==> src/rtl/adat_pkg.sv <==
// rtl/adat_pkg.sv - shared frame constants and state type for the ADAT transmit path
package adat_pkg;

   localparam int FRAME_BITS = 256;
   localparam int BIT_IDX_W  = 8;

   typedef enum logic {
      HUNT,
      RECEIVE
   } tdm_state_t;

   function automatic logic is_last_bit(input logic [BIT_IDX_W-1:0] cnt);
      return cnt == BIT_IDX_W'(FRAME_BITS - 1);
   endfunction

endpackage

==> src/rtl/input_synchronizer.sv <==
// rtl/input_synchronizer.sv - multi-stage flip-flop synchronizer for one asynchronous input
module input_synchronizer #(
   parameter int STAGES = 2
) (
   input  logic i_clk,
   input  logic i_rst,
   input  logic i_d,
   output logic o_q
);

   logic [STAGES-1:0] r_chain;

   always_ff @(posedge i_clk or posedge i_rst) begin
      if (i_rst) begin
         r_chain <= '0;
      end else begin
         r_chain[0] <= i_d;
         for (int k = 1; k < STAGES; k++) begin
            r_chain[k] <= r_chain[k-1];
         end
      end
   end

   assign o_q = r_chain[STAGES-1];

endmodule

==> src/rtl/tdm_frame_writer.sv <==
// rtl/tdm_frame_writer.sv - deserializes 256-bit TDM frames into circular channel_buffer slots
module tdm_frame_writer
   import adat_pkg::*;
#(
   parameter int CIRC_BUF_BITS  = 3,
   parameter int SYNC_STAGES    = 2,
   parameter int TIMEOUT_CYCLES = 64
) (
   input  logic                           clk_i,
   input  logic                           rst_i,
   input  logic                           tdm_bclk_i,
   input  logic                           tdm_fsync_i,
   input  logic                           tdm_data_i,
   output logic [CIRC_BUF_BITS+BIT_IDX_W-1:0] ram_write_addr_o,
   output logic                           ram_write_data_o,
   output logic                           ram_wr_en_o,
   output logic [CIRC_BUF_BITS-1:0]       last_good_frame_idx_o,
   output logic                           locked_o,
   output logic                           frame_err_o
);

   localparam int WD_W = $clog2(TIMEOUT_CYCLES + 1);

   logic w_bclk_s, w_fsync_s, w_data_s, w_edge;
   logic r_bclk_prev;

   tdm_state_t               r_state, w_state_nxt;
   logic [BIT_IDX_W-1:0]     r_bit_cnt, w_cnt_nxt, w_addr_cnt;
   logic [CIRC_BUF_BITS-1:0] r_wr_frame, w_frame_nxt;
   logic [WD_W-1:0]          r_watchdog, w_wd_nxt;
   logic                     w_we, w_err, w_done, w_locked_nxt;

   input_synchronizer #(.STAGES(SYNC_STAGES)) u_sync_bclk (
      .i_clk(clk_i), .i_rst(rst_i), .i_d(tdm_bclk_i), .o_q(w_bclk_s)
   );
   input_synchronizer #(.STAGES(SYNC_STAGES)) u_sync_fsync (
      .i_clk(clk_i), .i_rst(rst_i), .i_d(tdm_fsync_i), .o_q(w_fsync_s)
   );
   input_synchronizer #(.STAGES(SYNC_STAGES)) u_sync_data (
      .i_clk(clk_i), .i_rst(rst_i), .i_d(tdm_data_i), .o_q(w_data_s)
   );

   assign w_edge = w_bclk_s & ~r_bclk_prev;

   always_comb begin
      w_state_nxt  = r_state;
      w_cnt_nxt    = r_bit_cnt;
      w_addr_cnt   = r_bit_cnt;
      w_frame_nxt  = r_wr_frame;
      w_wd_nxt     = r_watchdog;
      w_locked_nxt = locked_o;
      w_we         = 1'b0;
      w_err        = 1'b0;
      w_done       = 1'b0;
      if (w_edge) begin
         w_wd_nxt = '0;
         if (w_fsync_s) begin
            // Early sync restarts the same slot; the partial frame is simply overwritten.
            w_we        = 1'b1;
            w_addr_cnt  = '0;
            w_cnt_nxt   = BIT_IDX_W'(1);
            w_err       = (r_state == RECEIVE) && (r_bit_cnt != '0);
            w_state_nxt = RECEIVE;
         end else if (r_state == RECEIVE) begin
            if (r_bit_cnt == '0) begin
               w_err        = 1'b1;
               w_state_nxt  = HUNT;
               w_locked_nxt = 1'b0;
            end else begin
               w_we      = 1'b1;
               w_cnt_nxt = r_bit_cnt + BIT_IDX_W'(1);
               if (is_last_bit(r_bit_cnt)) begin
                  w_done       = 1'b1;
                  w_frame_nxt  = r_wr_frame + CIRC_BUF_BITS'(1);
                  w_locked_nxt = 1'b1;
               end
            end
         end
      end else if (r_state == RECEIVE) begin
         if (r_watchdog == WD_W'(TIMEOUT_CYCLES - 1)) begin
            w_err        = 1'b1;
            w_state_nxt  = HUNT;
            w_locked_nxt = 1'b0;
            w_cnt_nxt    = '0;
            w_wd_nxt     = '0;
         end else begin
            w_wd_nxt = r_watchdog + WD_W'(1);
         end
      end else begin
         w_wd_nxt = '0;
      end
   end

   always_ff @(posedge clk_i or posedge rst_i) begin
      if (rst_i) begin
         r_state               <= HUNT;
         r_bclk_prev           <= 1'b0;
         r_bit_cnt             <= '0;
         r_wr_frame            <= '0;
         r_watchdog            <= '0;
         ram_write_addr_o      <= '0;
         ram_write_data_o      <= 1'b0;
         ram_wr_en_o           <= 1'b0;
         last_good_frame_idx_o <= '0;
         locked_o              <= 1'b0;
         frame_err_o           <= 1'b0;
      end else begin
         r_state          <= w_state_nxt;
         r_bclk_prev      <= w_bclk_s;
         r_bit_cnt        <= w_cnt_nxt;
         r_wr_frame       <= w_frame_nxt;
         r_watchdog       <= w_wd_nxt;
         ram_write_addr_o <= {r_wr_frame, w_addr_cnt};
         ram_write_data_o <= w_data_s;
         ram_wr_en_o      <= w_we;
         frame_err_o      <= w_err;
         locked_o         <= w_locked_nxt;
         if (w_done) begin
            last_good_frame_idx_o <= r_wr_frame;
         end
      end
   end

endmodule

==> config.mk <==
export PLATFORM = sky130hd
export DESIGN_NAME = tdm_frame_writer
export DESIGN_NICKNAME = d
export VERILOG_FILES = /design/src/rtl/adat_pkg.sv /design/src/rtl/input_synchronizer.sv /design/src/rtl/tdm_frame_writer.sv
export SDC_FILE = /design/constraint.sdc
export NUM_CORES = 1
export LEC_CHECK = 0
export ABC_AREA = 0
export CAP_MARGIN = 30
export CORE_ASPECT_RATIO = 1.25
export CORE_MARGIN = 2
export CORE_UTILIZATION = 32
export DETAILED_ROUTE_END_ITERATION = 8
export MAX_ROUTING_LAYER = met4
export PLACE_DENSITY = 0.47
export REMOVE_ABC_BUFFERS = 1
export SLEW_MARGIN = 20
export SYNTH_ARGS = -nofsm -noshare
export SYNTH_HDL_FRONTEND = slang
export SYNTH_SLANG_ARGS = --single-unit
==> constraint.sdc <==
create_clock -name clk_i -period 2.85 [get_ports clk_i]
set_input_delay 0.7125 -clock clk_i [delete_from_list [all_inputs] [get_ports clk_i]]
set_output_delay 0.7125 -clock clk_i [all_outputs]
set_load 0.02 [all_outputs]
## After elaboration in Yosys (flattened, before gate mapping)

Index checks and enable logic that the tools add are counted.

| storage, ports and cells | value |
|---|---|
| register bits after elaboration | 44 |

| operators by class | value |
|---|---|
| add/subtract/negate cells | 3 |
| equality and inequality tests | 5 |
| multiplexer cells | 36 |
| bitwise operators | 4 |
| reductions and logical operators | 9 |

Operators by type and width:

| cell | count |
|---|---|
| 8-bit two-way mux | 8 |
| 1-bit two-way mux | 25 |
| 7-bit two-way mux | 3 |
| 5-bit AND reduction | 2 |
| 8-bit by 1-bit adder with 8-bit output (second input constant) | 1 |
| 8-bit equality test (second input constant) | 1 |
| 8-bit logical NOT | 1 |
| 8-bit nonzero test | 1 |
| 7-bit by 1-bit adder with 7-bit output (second input constant) | 1 |
| 7-bit by 6-bit equality test with 1-bit output (second input constant) | 1 |
| 2-bit nonzero test | 3 |
| 4-bit AND reduction | 1 |
| 3-bit by 1-bit adder with 3-bit output (second input constant) | 1 |
| 3-bit by 1-bit != test with 1-bit output (second input constant) | 1 |
| 3-bit by 2-bit != test with 1-bit output (second input constant) | 1 |
| 1-bit inverter | 3 |
| 2-bit != test (second input constant) | 1 |
| 1-bit AND | 1 |
| 1-bit logical AND | 1 |

## Depth between registers and ports, before layout

| depth | value |
|---|---|
| depth in word-level cells | 6 |
| mapped depth | 6 |
| mapped depth without buffers | 6 |

## By module

From an unflattened synthesis, not the netlist that was laid out.

| second synthesis, totals | value |
|---|---|
| cell total of the unflattened synthesis | 148 |
| area, all modules | 1814.2 µm² |

By module, submodules not included:

| module | times used | cells an instance | area an instance (µm²) | seq. area each (µm²) |
|---|---|---|---|---|
| tdm_frame_writer | 1 | 139 | 1652.8 | 950.9 |
| input_synchronizer | 3 | 3 | 53.8 | 50.0 |

## Worst setup path after synthesis

OpenSTA, ideal clock, no wires.

| path | value |
|---|---|
| path kind | reg2reg |
| start | register r_bit_cnt[1] |
| end | register last_good_frame_idx_o[0] |
| setup time | 125 ps |
| data arrival time | 1484 ps |
| data required time | 2725 ps |
| path slack | 1241 ps |
| stages on the path, launching flop included | 5 |
| path buffers | 0 |
| cells stage by stage | dfrtp_1 -> ha_1 -> nand3_1 -> nor4_4 -> mux2_2 |

| on the way | value |
|---|---|
| cells in the longest elaborated chain, start to end | 6 |

RTL lines:

| item | line | source |
|---|---|---|
| start: declaration | tdm_frame_writer.sv:28 | `logic [BIT_IDX_W-1:0] r_bit_cnt, w_cnt_nxt, w_addr_cnt;` |
| start signal: assignment | tdm_frame_writer.sv:110 | `r_bit_cnt <= w_cnt_nxt;` |
| 8-bit equality test | adat_pkg.sv:13 | `return cnt == BIT_IDX_W'(FRAME_BITS - 1);` |
| 1-bit two-way mux | tdm_frame_writer.sv:72 | `if (is_last_bit(r_bit_cnt)) begin` |
| 1-bit two-way mux * | tdm_frame_writer.sv:65 | `if (r_bit_cnt == '0) begin` |
| 1-bit two-way mux * | tdm_frame_writer.sv:64 | `end else if (r_state == RECEIVE) begin` |
| 1-bit two-way mux * | tdm_frame_writer.sv:57 | `if (w_fsync_s) begin` |
| 1-bit two-way mux * | tdm_frame_writer.sv:55 | `if (w_edge) begin` |
| end signal: assignment | tdm_frame_writer.sv:119 | `last_good_frame_idx_o <= r_wr_frame;` |
| end: declaration | tdm_frame_writer.sv:17 | `output logic [CIRC_BUF_BITS-1:0] last_good_frame_idx_o,` |

Every way passes the cells marked *; elsewhere a longest branch is shown, timed or not.
A chain may end at the register's enable or synchronous reset.

## Worst setup path in the final report

| path | value |
|---|---|
| start | register locked_o |
| end | output locked_o |

RTL lines:

| item | line | source |
|---|---|---|
| start: declaration | tdm_frame_writer.sv:18 | `output logic locked_o,` |
| start signal: assignment | tdm_frame_writer.sv:117 | `locked_o <= w_locked_nxt;` |

No word-level cell between the ends.

==> reports/metrics.cfg <==
[global_route]
grt_first_pass_wirelength_um=5780
grt_max_degree=45
grt_pass1_vias=1227
antenna_found_initial=0
gr-total-overflow=0
grt.total_usage=0.124

[die]
ios=23
fp-row-count=30
start_util=0.331
die_h_um=88.0
die-area_mm2=0.00626
core_area_mm2=0.00544
die_w_um=71.2

[pwr]
ir_drop_v=0.000242
powerDensity_mw_per_mm2=689
power.leakage_nw=1.02

[clock_tree]
cts.path.max_buffers=2
cts.sinks=44
cts.repair.resized=0
clk_pin_slew_ps=80
cts_root_buf=clkbuf_8
htreeDepth=2
insertion_delay_ps=300
ctsHoldBuffers=0
post_cts_buffers=0
cts_tree=yes
cts_buffers=5

[sta]
setup_tns_ps=0
tightest_slew_ps=571
fmax_mhz=500
min_period_over_period=0.702
fin_skew_ps=7.14
slew_viol_final=0
fin_crit_ps=2000
rsz0062_at_grt=false
hold_violations=0
setup_viol=0
slew_headroom=0.615

[route]
routed_wirelength_um=3250
viasPerCell=4.95
dr.pass1.iters=4
num_vias=1197
ant_nets=0
drc=0
drtIter0Drc=113
wl_per_cell_um=13.4

[logic_synthesis]
synth.avg_cell_area_um2=11.9
ys_warn_count=0
synth_edf_count=0
ys_ff_latch=44
ys.flop_type=dfrtp_1
yosysSeqAreaShare=0.610
synth.distinct_cells=37
netlist_area_mm2=0.00180
synth_cells=152
async_flop_share=1.00

[place]
hpwl_um=2240
numPortBuffers=22
finalWeightedCongestion=0.835

[critical_path]
setup.worst_path.class=reg -> out
cp_cell_sequence=clkdlybuf4s50_1
regToRegSetupSlack_ps=1000
worst_path_max_delay_cell=clkdlybuf4s50_1
cp.required_ps=2140
cpPeakStageDelay_ps=610
crit_fanout=3
cp-start-kind=register
cp_top_family=buffers and inverters
end_kind=primary output
cp.arrival_ps=1290
worst-path-buf-inv=1

[worst_hold_path]
min_path_type=reg -> reg

[status]
status=finished, final reports clean

[layout]
antenna_cells=0
drive_above_1_share=0.0955
area_growth_pct=22.3
utilization=0.405
nNetsFinal=186

[job]
drv_cap=0

==> per-layer routing <==
| metal | vias to the layer above | global-route usage | wire length, um |
|---|---|---|---|
| li1 | 579 | - | - |
| met2 | 18 | 0.203 | 1600 |
| met4 | 0 | 0.0515 | 61 |
| met3 | 4 | 0.0311 | 99 |
| met5 | - | - | 0 |
| met1 | 596 | 0.146 | 1490 |
==> flip-flops by register name (all words and copies together) (netlist names), 2 cells and up <==
signal,cells
ram_write_addr_o,11
r_bit_cnt,8
u_sync_fsync.r_chain,2
last_good_frame_idx_o,3
r_wr_frame,3
u_sync_data.r_chain,2
r_watchdog,7
u_sync_bclk.r_chain,2
==> report_power, final <==
group          internal (mW)  switching (mW)  leakage [nW]
Clock                  0.287           0.212        0.0614
Combinational          0.117           0.151         0.371
Sequential             0.687          0.0650         0.584
Total                   1.09           0.428          1.02
==> layout by cell type, fill, tap and decap left out, drive strengths merged, types with 5 or more instances in the layout <==
cell | netlist | layout
clkdlybuf4s50 | 0 | 22
nand3 | 7 | 7
o21ai | 10 | 10
a21oi | 5 | 5
dfrtp | 44 | 44
nand2 | 15 | 15
clkbuf | 4 | 6
nor3 | 5 | 5
nor2 | 8 | 8
inv | 7 | 7
==> cell usage after synthesis (2+ instances only) <==
master	instances	area share
ha_1	4	0.028
xnor2_1	3	0.015
and2_1	4	0.014
nand4_1	3	0.010
inv_1	7	0.015
or3_1	2	0.0069
nand2b_1	2	0.0069
nor2b_1	2	0.0069
nor2_1	8	0.017
o21ai_0	10	0.028
dfrtp_1	44	0.61
mux2_2	4	0.025
clkbuf_1	3	0.0062
xor2_1	4	0.019
a21oi_1	5	0.014
nand3_1	7	0.019
nand2_1	15	0.031
o21a_1	2	0.0083
nor3_1	5	0.014
==> logic make-up after synthesis <==
kind of cell    synth area share
mux                       0.0250
xor+xnor                  0.0340
flops                      0.610
buf+inv                   0.0298
fa+ha+maj                 0.0277
simple gates               0.181
compound gates            0.0922
==> through the flow <==
step	power (mW)	hold WS [ps]	instance area, um2	setup slack [ps]	cells
detailed placement	1.03	335	2080	1030	234
floorplan	0.932	331	1780	1110	147
finish	1.52	353	2210	848	242
CTS	1.54	355	2210	820	242
global route	1.60	364	2210	786	242
global placement	1.03	334	2080	1050	234
==> area by class of cell <==
type | instances | area [um2]
timing repair buffer | 23 | 228
fill | 519 | 3240
multi-input combinational | 96 | 649
tap | 64 | 80.1
sequential | 44 | 1100
clock inverter | 2 | 38.8
inverter | 7 | 26.3
clock buffer | 6 | 82.6
==> worst paths after layout <==
| check | start | end | depth (start not counted) |
|---|---|---|---|
| worst min register to register | u_sync_data.r_chain[1] | ram_write_data_o | 0 |
| max in group asynchronous | rst_i | r_bit_cnt[1] | 3 |
| worst max-delay path | locked_o | locked_o | 1 |
| worst max register to register | r_watchdog[0] | r_bit_cnt[0] | 5 |
| worst min-delay path | u_sync_data.r_chain[1] | ram_write_data_o | 0 |
| min in group asynchronous | rst_i | ram_write_data_o | 3 |
Power figures use the tool's default switching activity.
